===== src/rtl/lif_neuron.sv =====
// lif_neuron -- leaky integrate-and-fire post-synaptic neuron (4-input STDP demo).
//
// Integrates the weighted 4-bit pre-synaptic spike vector into an unsigned
// membrane potential with a linear leak. When the next potential reaches the
// threshold the neuron emits a one-cycle post_spike, reloads V_RESET and sits
// in a refractory period of REFRAC_CYCLES enabled cycles.
//
// Optional feature macro: LIF_ADAPT_THRESH_EN
//   defined   : threshold is a register, bumped by THRESH_STEP on every fire
//               (saturating) and decaying by 1 per non-firing integrating
//               cycle down to THRESH; held during refractory.
//   undefined : threshold is the constant THRESH.
//
// Ports
//   clk         in   1   clock, rising edge
//   rst_n       in   1   asynchronous active-low reset
//   en          in   1   advance enable; low freezes all state
//   pre_spike   in   4   pre-synaptic spikes; bit i gates weight i
//   weight      in   16  packed weights: [15:12]=w0 [11:8]=w1 [7:4]=w2 [3:0]=w3
//   post_spike  out  1   registered one-cycle fire pulse
//   v_mem       out  VW  membrane potential register
//   refractory  out  1   high while in the refractory state
//   thresh_out  out  VW  threshold currently in use

module lif_neuron #(
    parameter int VW            = 8,
    parameter int THRESH        = 32,
    parameter int LEAK          = 1,
    parameter int V_RESET       = 0,
    parameter int REFRAC_CYCLES = 3,
    parameter int THRESH_STEP   = 8
) (
    input  logic          clk,
    input  logic          rst_n,
    input  logic          en,
    input  logic [3:0]    pre_spike,
    input  logic [15:0]   weight,
    output logic          post_spike,
    output logic [VW-1:0] v_mem,
    output logic          refractory,
    output logic [VW-1:0] thresh_out
);

    localparam int CW = (REFRAC_CYCLES > 1) ? $clog2(REFRAC_CYCLES + 1) : 1;

    localparam logic [VW-1:0] THR_BASE = VW'(THRESH);
    localparam logic [VW-1:0] LEAK_V   = VW'(LEAK);
    localparam logic [VW-1:0] V_RST    = VW'(V_RESET);
    localparam logic [VW-1:0] V_MAX    = '1;
    localparam logic [CW-1:0] REFRAC_N = CW'(REFRAC_CYCLES);

    typedef enum logic {
        INTEG  = 1'b0,
        REFRAC = 1'b1
    } state_t;

    state_t        state;
    logic [CW-1:0] cnt;
    logic [VW-1:0] thr;

    logic [5:0]    syn_sum;
    logic [VW-1:0] v_leak;
    logic [VW:0]   v_sum;
    logic [VW-1:0] v_next;
    logic          fire;

    // Weighted synapse sum: bit i of pre_spike selects nibble w_i.
    always_comb begin
        syn_sum = '0;
        for (int unsigned i = 0; i < 4; i++) begin
            if (pre_spike[i]) begin
                syn_sum = syn_sum + 6'(weight[15 - 4*i -: 4]);
            end
        end
    end

    // Leak first (floored at 0), then add the input with saturation.
    always_comb begin
        v_leak = (v_mem > LEAK_V) ? (v_mem - LEAK_V) : '0;
        v_sum  = {1'b0, v_leak} + (VW+1)'(syn_sum);
        v_next = v_sum[VW] ? V_MAX : v_sum[VW-1:0];
        fire   = (v_next >= thr);
    end

`ifdef LIF_ADAPT_THRESH_EN
    logic [VW-1:0] thr_q;
    logic [VW:0]   thr_sum;
    logic [VW-1:0] thr_bumped;

    always_comb begin
        thr_sum    = {1'b0, thr_q} + (VW+1)'(THRESH_STEP);
        thr_bumped = thr_sum[VW] ? V_MAX : thr_sum[VW-1:0];
    end

    assign thr = thr_q;
`else
    assign thr = THR_BASE;
`endif

    assign thresh_out = thr;

    always_ff @(posedge clk or negedge rst_n) begin
        if (!rst_n) begin
            state      <= INTEG;
            cnt        <= '0;
            v_mem      <= '0;
            post_spike <= 1'b0;
            refractory <= 1'b0;
`ifdef LIF_ADAPT_THRESH_EN
            thr_q      <= THR_BASE;
`endif
        end else if (!en) begin
            post_spike <= 1'b0;
        end else begin
            case (state)
                INTEG: begin
                    if (fire) begin
                        v_mem      <= V_RST;
                        post_spike <= 1'b1;
`ifdef LIF_ADAPT_THRESH_EN
                        thr_q      <= thr_bumped;
`endif
                        // With no refractory period the neuron stays
                        // integrating and may fire on consecutive cycles.
                        if (REFRAC_CYCLES != 0) begin
                            state      <= REFRAC;
                            cnt        <= REFRAC_N;
                            refractory <= 1'b1;
                        end
                    end else begin
                        v_mem      <= v_next;
                        post_spike <= 1'b0;
`ifdef LIF_ADAPT_THRESH_EN
                        if (thr_q > THR_BASE) begin
                            thr_q <= thr_q - 1'b1;
                        end
`endif
                    end
                end
                REFRAC: begin
                    v_mem      <= V_RST;
                    post_spike <= 1'b0;
                    cnt        <= cnt - 1'b1;
                    if (cnt <= CW'(1)) begin
                        state      <= INTEG;
                        refractory <= 1'b0;
                    end
                end
            endcase
        end
    end

endmodule


===== config.mk =====
export PLATFORM = sky130hd
export DESIGN_NAME = lif_neuron
export DESIGN_NICKNAME = d
export VERILOG_FILES = /design/src/rtl/lif_neuron.sv
export SDC_FILE = /design/constraint.sdc
export NUM_CORES = 1
export LEC_CHECK = 0
export CORE_MARGIN = 2
export CORE_UTILIZATION = 30
export DETAILED_ROUTE_END_ITERATION = 12
export PLACE_DENSITY = 0.63
export SETUP_SLACK_MARGIN = 0.05
export SLEW_MARGIN = 0
export SYNTH_ARGS = -nofsm -noshare
export SYNTH_HDL_FRONTEND = slang
export SYNTH_SLANG_ARGS = --single-unit

===== constraint.sdc =====
create_clock -name clk -period 3.6 [get_ports clk]
set_input_delay 0.9 -clock clk [delete_from_list [all_inputs] [get_ports clk]]
set_output_delay 0.9 -clock clk [all_outputs]
set_load 0.02 [all_outputs]

==> impl_metrics.yaml, run 1 <==
global_routing:
  grt_overflow: 0
  grt_pass1_vias: 1612
  grt_max_degree: 16
  antenna_found_initial: 0
  grt_usage_pct: 14.1
  grt_pass1_wl_mm: 7.22
cts:
  cts-root-buf: "clkbuf_8"
  cts_max_path_buffers: 2
  numClockSinks: 13
  path_clk_slew_ps: 50
  cts_buffers: 3
  cts_tree: "done"
  clk-insertion-delay-late_ps: 240
  htree_levels: 1
synth:
  synthTopCellsByArea: "dfrtp_1 19%, ha_1 15%, xnor2_1 5.2%, fa_1 4.7%, mux2_2 4.6%"
  seq_area_frac_synth_pct: 19.2
  synth.top_cell.area_share_pct: 19.2
  synth.cell_area_um2: 1700
  synth-edff-count: 0
  synth-compound-area-share_pct: 22.3
  synth-xor-area-share_pct: 7.75
  yosys_warnings: 0
  synth_top_cell_by_area: "dfrtp_1"
  synth_cell_types: 45
  async_reset_ff_share_pct: 100
  syn_inst: 193
  synth_top_family_by_area: "compound AO/OA/AOI/OAI gates"
  muxShareOfSynthArea_pct: 6.42
  synth-main-ff-cell: "dfrtp_1"
  synth-simple-area-share_pct: 15.9
  synth_seq_cells: 13
  syn_avg_cell_area_um2: 8.78
  synth_fa_ha_area_share_pct: 20.7
drt:
  drt_iter0_markers: 81
  drc: 0
  wl_met3_um: 103
  vias: 1592
  route.met2.wl_mm: 2.07
  first_pass_iters: 4
  viasPerCell: 4.87
  wl_met1_mm: 1.98
  routed.top_layer: "met4"
  drtAntennaViolNets: 0
  wl_mm: 4.21
  wire_per_inst_um: 12.9
floorplanning:
  dieHeight_um: 79.2
  core-area_um2: 5470
  dieArea_um2: 6270
  initial_utilization_pct: 31.0
  num_rows: 27
  io_pins: 41
  die_x_um: 79.2
placed_design:
  gp_congestion: 0.844
  port_buffers: 32
  dp_hpwl_mm: 3.35
  place_ws_ps: -2300
setup_path:
  crit_arrival_ps: 5180
  critPathCaptureType: "register"
  path_class: "in -> reg"
  critPathRequiredTime_ps: 3750
  critPathMaxFanout: 5
  cp-start-kind: "input port"
cells_and_area:
  area_growth_pct: 51.1
  drive_gt1_share_pct: 33.3
  num-fill-cells: 512
  nets: 303
  diodes: 0
sta:
  fin_skew_ps: 0.676
  setup_viol: 10
  worst_pin_slew_ps: 584
  fin_ws_ps: -1430
  fin_crit_ps: 5030
  rsz0062_at_grt: "true"
  min_period_over_period_pct: 140
  slew_violations: 0
  fmax_mhz: 199
  fin_setup_tns_ps: -13930
  relSlewSlack_pct: 60.9
  finalHoldViolCount: 0
power:
  p_leak_nw: 1.15
  ir_worst_vdd_mv: 0.237
  powerDensity_nw_per_um2: 619
  total_power_mw: 1.59
run_status:
  status: "finished, violations left"
  violations: "setup timing"
job:
  max_cap_viol_count: 0
min_path:
  hp-class: "reg -> reg"
==> metal layers <==
layer / GRT usage, % / vias to the layer above
li1: - / 801
met1: 19.5 / 752
met2: 23.4 / 31
met3: 1.25 / 8
met4: 3.79 / 0
met5: 0 / -
==> flip-flops by register name, indices dropped and copies added, names as in the netlist <==
signal	cells
cnt	2
post_spike	1
refractory	1
state	1
v_mem	8
==> through the flow <==
stage	std cells	cell area, um^2	hold slack, ps	utilization, %
after floorplan	199	1830	540	-
after detailed placement	318	2370	508	43.2
final	327	2560	517	46.8
after global placement	318	2370	495	43.2
after CTS	325	2520	520	46.1
after global routing	327	2560	574	46.8
==> cell type report <==
| class | instances | area (um^2) | share of cell area, % |
|---|---|---|---|
| multi-input combinational | 161 | 1500 | 58.4 |
| clock buffer | 4 | 45.0 | 1.76 |
| sequential | 13 | 325 | 12.7 |
| timing repair buffer | 63 | 553 | 21.6 |
| tap | 72 | 90.1 | 3.52 |
| inverter | 14 | 52.6 | 2.05 |
==> power by group <==
part | internal (mW) | leakage, nW | switching, mW
logic | 0.629 | 0.956 | 0.607
clock network | 0.0780 | 0.0228 | 0.0493
registers | 0.184 | 0.167 | 0.0380
==> worst paths after layout <==
kind | from | slack [ps] | end | cells past startpoint
hold reg to reg | refractory$_DFFE_PN0P_ | 520 | refractory$_DFFE_PN0P_ | 2
max in group asynchronous | rst_n | 2190 | state$_DFFE_PN0P_ | 1
min in group asynchronous | rst_n | 1030 | v_mem[1]$_DFFE_PN0P_ | 1
setup / recovery | pre_spike[0] | -1430 | v_mem[1]$_DFFE_PN0P_ | 20
hold / removal | refractory$_DFFE_PN0P_ | 520 | refractory$_DFFE_PN0P_ | 2
setup reg to reg | v_mem[6]$_DFFE_PN0P_ | 480 | v_mem[1]$_DFFE_PN0P_ | 10
==> synth_stat cells, drive strengths merged, types with 4 or more instances <==
master,instances
inv,14
nand2,11
and2,4
fa,4
o21ai,11
mux2,7
ha,20
buf,8
a21o,7
nor2b,6
xor2,5
dfrtp,13
a21oi,13
o22ai,6
nor2,11
a211oi,4
xnor2,10
==> repair_timing <==
action / in CTS / in global routing
resized for setup: 32 / 5
endpoints found under the setup margin: 10 / 10
hold buffers: 0 / 0
setup buffers: 3 / 2
pin swaps: 39 / 5
==> cells in the final DEF, fill, tap and decap left out, types with 4 or more instances in the layout <==
cell type,count
xnor2_1,7
nor2_1,10
conb_1,8
o21ai_1,4
buf_4,31
a21o_1,6
a21oi_1,8
dfrtp_1,13
inv_1,11
nor2b_1,6
mux2_2,4
a21oi_2,4
clkdlybuf4s50_1,27
ha_4,6
xor2_1,5
o21ai_0,6
ha_1,13
nand2_1,10
==> cells by family (layout without fill, tap and decap cells) <==
kind of cell	Yosys count	after routing
xor gates and xnor gates	15	15
AOI/OAI and AO/OA	53	53
other	2	8
buffers and inverters	25	81
and+or+nand+nor	49	49
adders and majority gates	26	26
muxes	10	10
DFF	13	13
==> worst max-delay path, stage by stage <==
cell and delay (ps):
buf_8 100, and2_4 160, ha_4 150, inv_2 40
fa_2 440, mux2i_4 200, fa_1 440, mux2_4 300
ha_4 240, a21o_4 210, a211oi_4 260, a211oi_2 80
xnor2_1 130, mux2i_1 200, ha_1 310, nor3b_2 170
a31oi_1 140, nand4b_1 140, a2111o_1 410, o22ai_2 150
No activity file was read; power rests on OpenSTA's default activity.
==> run 2: changes to the inputs <==
Settings changed: CORE_UTILIZATION 30 to 45, PLACE_DENSITY 0.63 to 0.84.
==> impl_metrics.yaml, run 2 (synthesis gave the netlist of run 1 again) <==
sta:
  fin_crit_ps: 5200
  fin_skew_ps: 3.48
  relSlewSlack_pct: 58.8
  worst_pin_slew_ps: 617
  slew_violations: 0
  min_period_over_period_pct: 145
  fin_ws_ps: -1600
  finalHoldViolCount: 0
  setup_viol: 10
  fmax_mhz: 192
  rsz0062_at_grt: "true"
cells_and_area:
  diodes: 0
  final_util_pct: 72.1
  drive_gt1_share_pct: 37.2
  area_growth_pct: 54.5
  multi_input_area_um2: 1530
  regMostFlops: "v_mem"
  largest_register_ffs: 8
  final_common_cell: "buf_4"
  final_cell_mix: "35 x buf_4, 27 x clkdlybuf4s50_1, 13 x dfrtp_1, 12 x inv_1, 12 x ha_1"
  num-fill-cells: 256
  reg_top3: "v_mem x8, cnt x2"
  nets: 309
  seqCellArea_um2: 325
  final_cell_count_no_fill: 309
placed_design:
  port_buffers: 32
  place_inst: 296
  gp_congestion: 0.880
  place_ws_ps: -2300
  dp_hpwl_mm: 3.41
setup_path:
  critPathRequiredTime_ps: 3750
  critPathMaxFanout: 5
  cp-startpoint: "weight[12]"
  path_class: "in -> reg"
  path_cells: "buf_6 > and2_4 > ha_4 > inv_2 > fa_2 > mux2i_4 > fa_1 > mux2_4 > ha_4 > a21o_4 > a211oi_4 > a211oi_2 > xnor2_1 > mux2i_1 > ha_1 > nor3b_2 > a31oi_1 > nand4b_1 > a2111o_1 > o22ai_1"
  critPathCaptureType: "register"
  r2r-start: "v_mem[4]$_DFFE_PN0P_"
  reg2reg_depth: 10
  crit_arrival_ps: 5350
  crit_path_top_delay_cell: "a2111o_1"
  crit_top_cell: "ha_4"
  cpPeakStageDelay_ps: 510
  cp-start-kind: "input port"
cts:
  cts_tree: "done"
  cts_max_path_buffers: 2
  cts_hold_buf: 0
  htree_levels: 1
  cts-root-buf: "clkbuf_8"
  path_clk_slew_ps: 60
  numClockSinks: 13
  cts_buffers: 3
  clk-insertion-delay-late_ps: 240
drt:
  drtAntennaViolNets: 0
  wl_mm: 4.62
  viasPerCell: 5.45
  wire_per_inst_um: 15.0
  drt_iter0_markers: 196
  vias: 1685
  drc: 0
  first_pass_iters: 4
global_routing:
  grt_pass1_vias: 1630
  grt_usage_pct: 21.6
  antenna_found_initial: 0
  grt_pass1_wl_mm: 7.36
  grt_max_degree: 16
  grt_overflow: 0
power:
  total_power_mw: 1.70
  p_leak_nw: 1.17
  ir_worst_vdd_mv: 0.325
  powerDensity_nw_per_um2: 648
min_path:
  hp-class: "reg -> reg"
  min_path_cells: 2
  hold_start: "refractory$_DFFE_PN0P_"
job:
  max_cap_viol_count: 0
run_status:
  violations: "setup timing"
  status: "finished, violations left"
floorplanning:
  initial_utilization_pct: 46.7
  die_x_um: 65.4
  dieHeight_um: 65.4
  dieArea_um2: 4270
  num_rows: 22
  io_pins: 41
  core-area_um2: 3630
-- run 2: changes by cell type in the layout (fill, tap and decap cells not counted), sizes merged --
cell,before,now
buf,33,39
-- run 2: worst max-delay path: cells and delay by family --
family          cells  cell delay [ps]
compound gates      6             1390
buf+inv             2              130
mux                 3              680
simple gates        3              520
xor+xnor            1              120
fa+ha+maj           5             1600
-- run 2: path summary, 6_finish.rpt --
check / end / slack (ps)
max in group asynchronous: post_spike$_DFF_PN0_ / 2150
hold / removal: refractory$_DFFE_PN0P_ / 550
hold reg to reg: refractory$_DFFE_PN0P_ / 550
setup reg to reg: v_mem[0]$_DFFE_PN0P_ / 460
setup / recovery: v_mem[0]$_DFFE_PN0P_ / -1600
min in group asynchronous: v_mem[7]$_DFFE_PN0P_ / 1040
-- run 2: layer usage --
layer  GRT usage (%)  routed length, um
met3            1.71                152
met1            29.1               2030
met4            5.21                 39
met2            37.6               2400
met5               0                  0
-- run 2: per-stage QoR --
step	area, um^2	TNS (ps)	hold WS [ps]
floorplan	1830	-12840	540
global placement	2350	-21790	502
detailed placement	2350	-22180	539
CTS	2540	-14550	550
global route	2620	-17590	585
finish	2620	-15400	549
-- run 2: report_power, final --
part	internal, mW	total (mW)	switching (mW)
Sequential	0.184	0.222	0.0383
Clock	0.0781	0.130	0.0515
Combinational	0.667	1.35	0.679
-- run 2: final cells by class --
type,instances,area share [%]
multi-input combinational,161,58.4
timing repair buffer,69,23.2
sequential,13,12.4
tap,48,2.29
inverter,14,2.01
clock buffer,4,1.72
-- run 2: what timing repair did --
action,CTS,global route
pin swaps,32,29
setup buffers,7,2
endpoints found under the setup margin,10,10
gates cloned,0,0
gates resized for setup,32,13
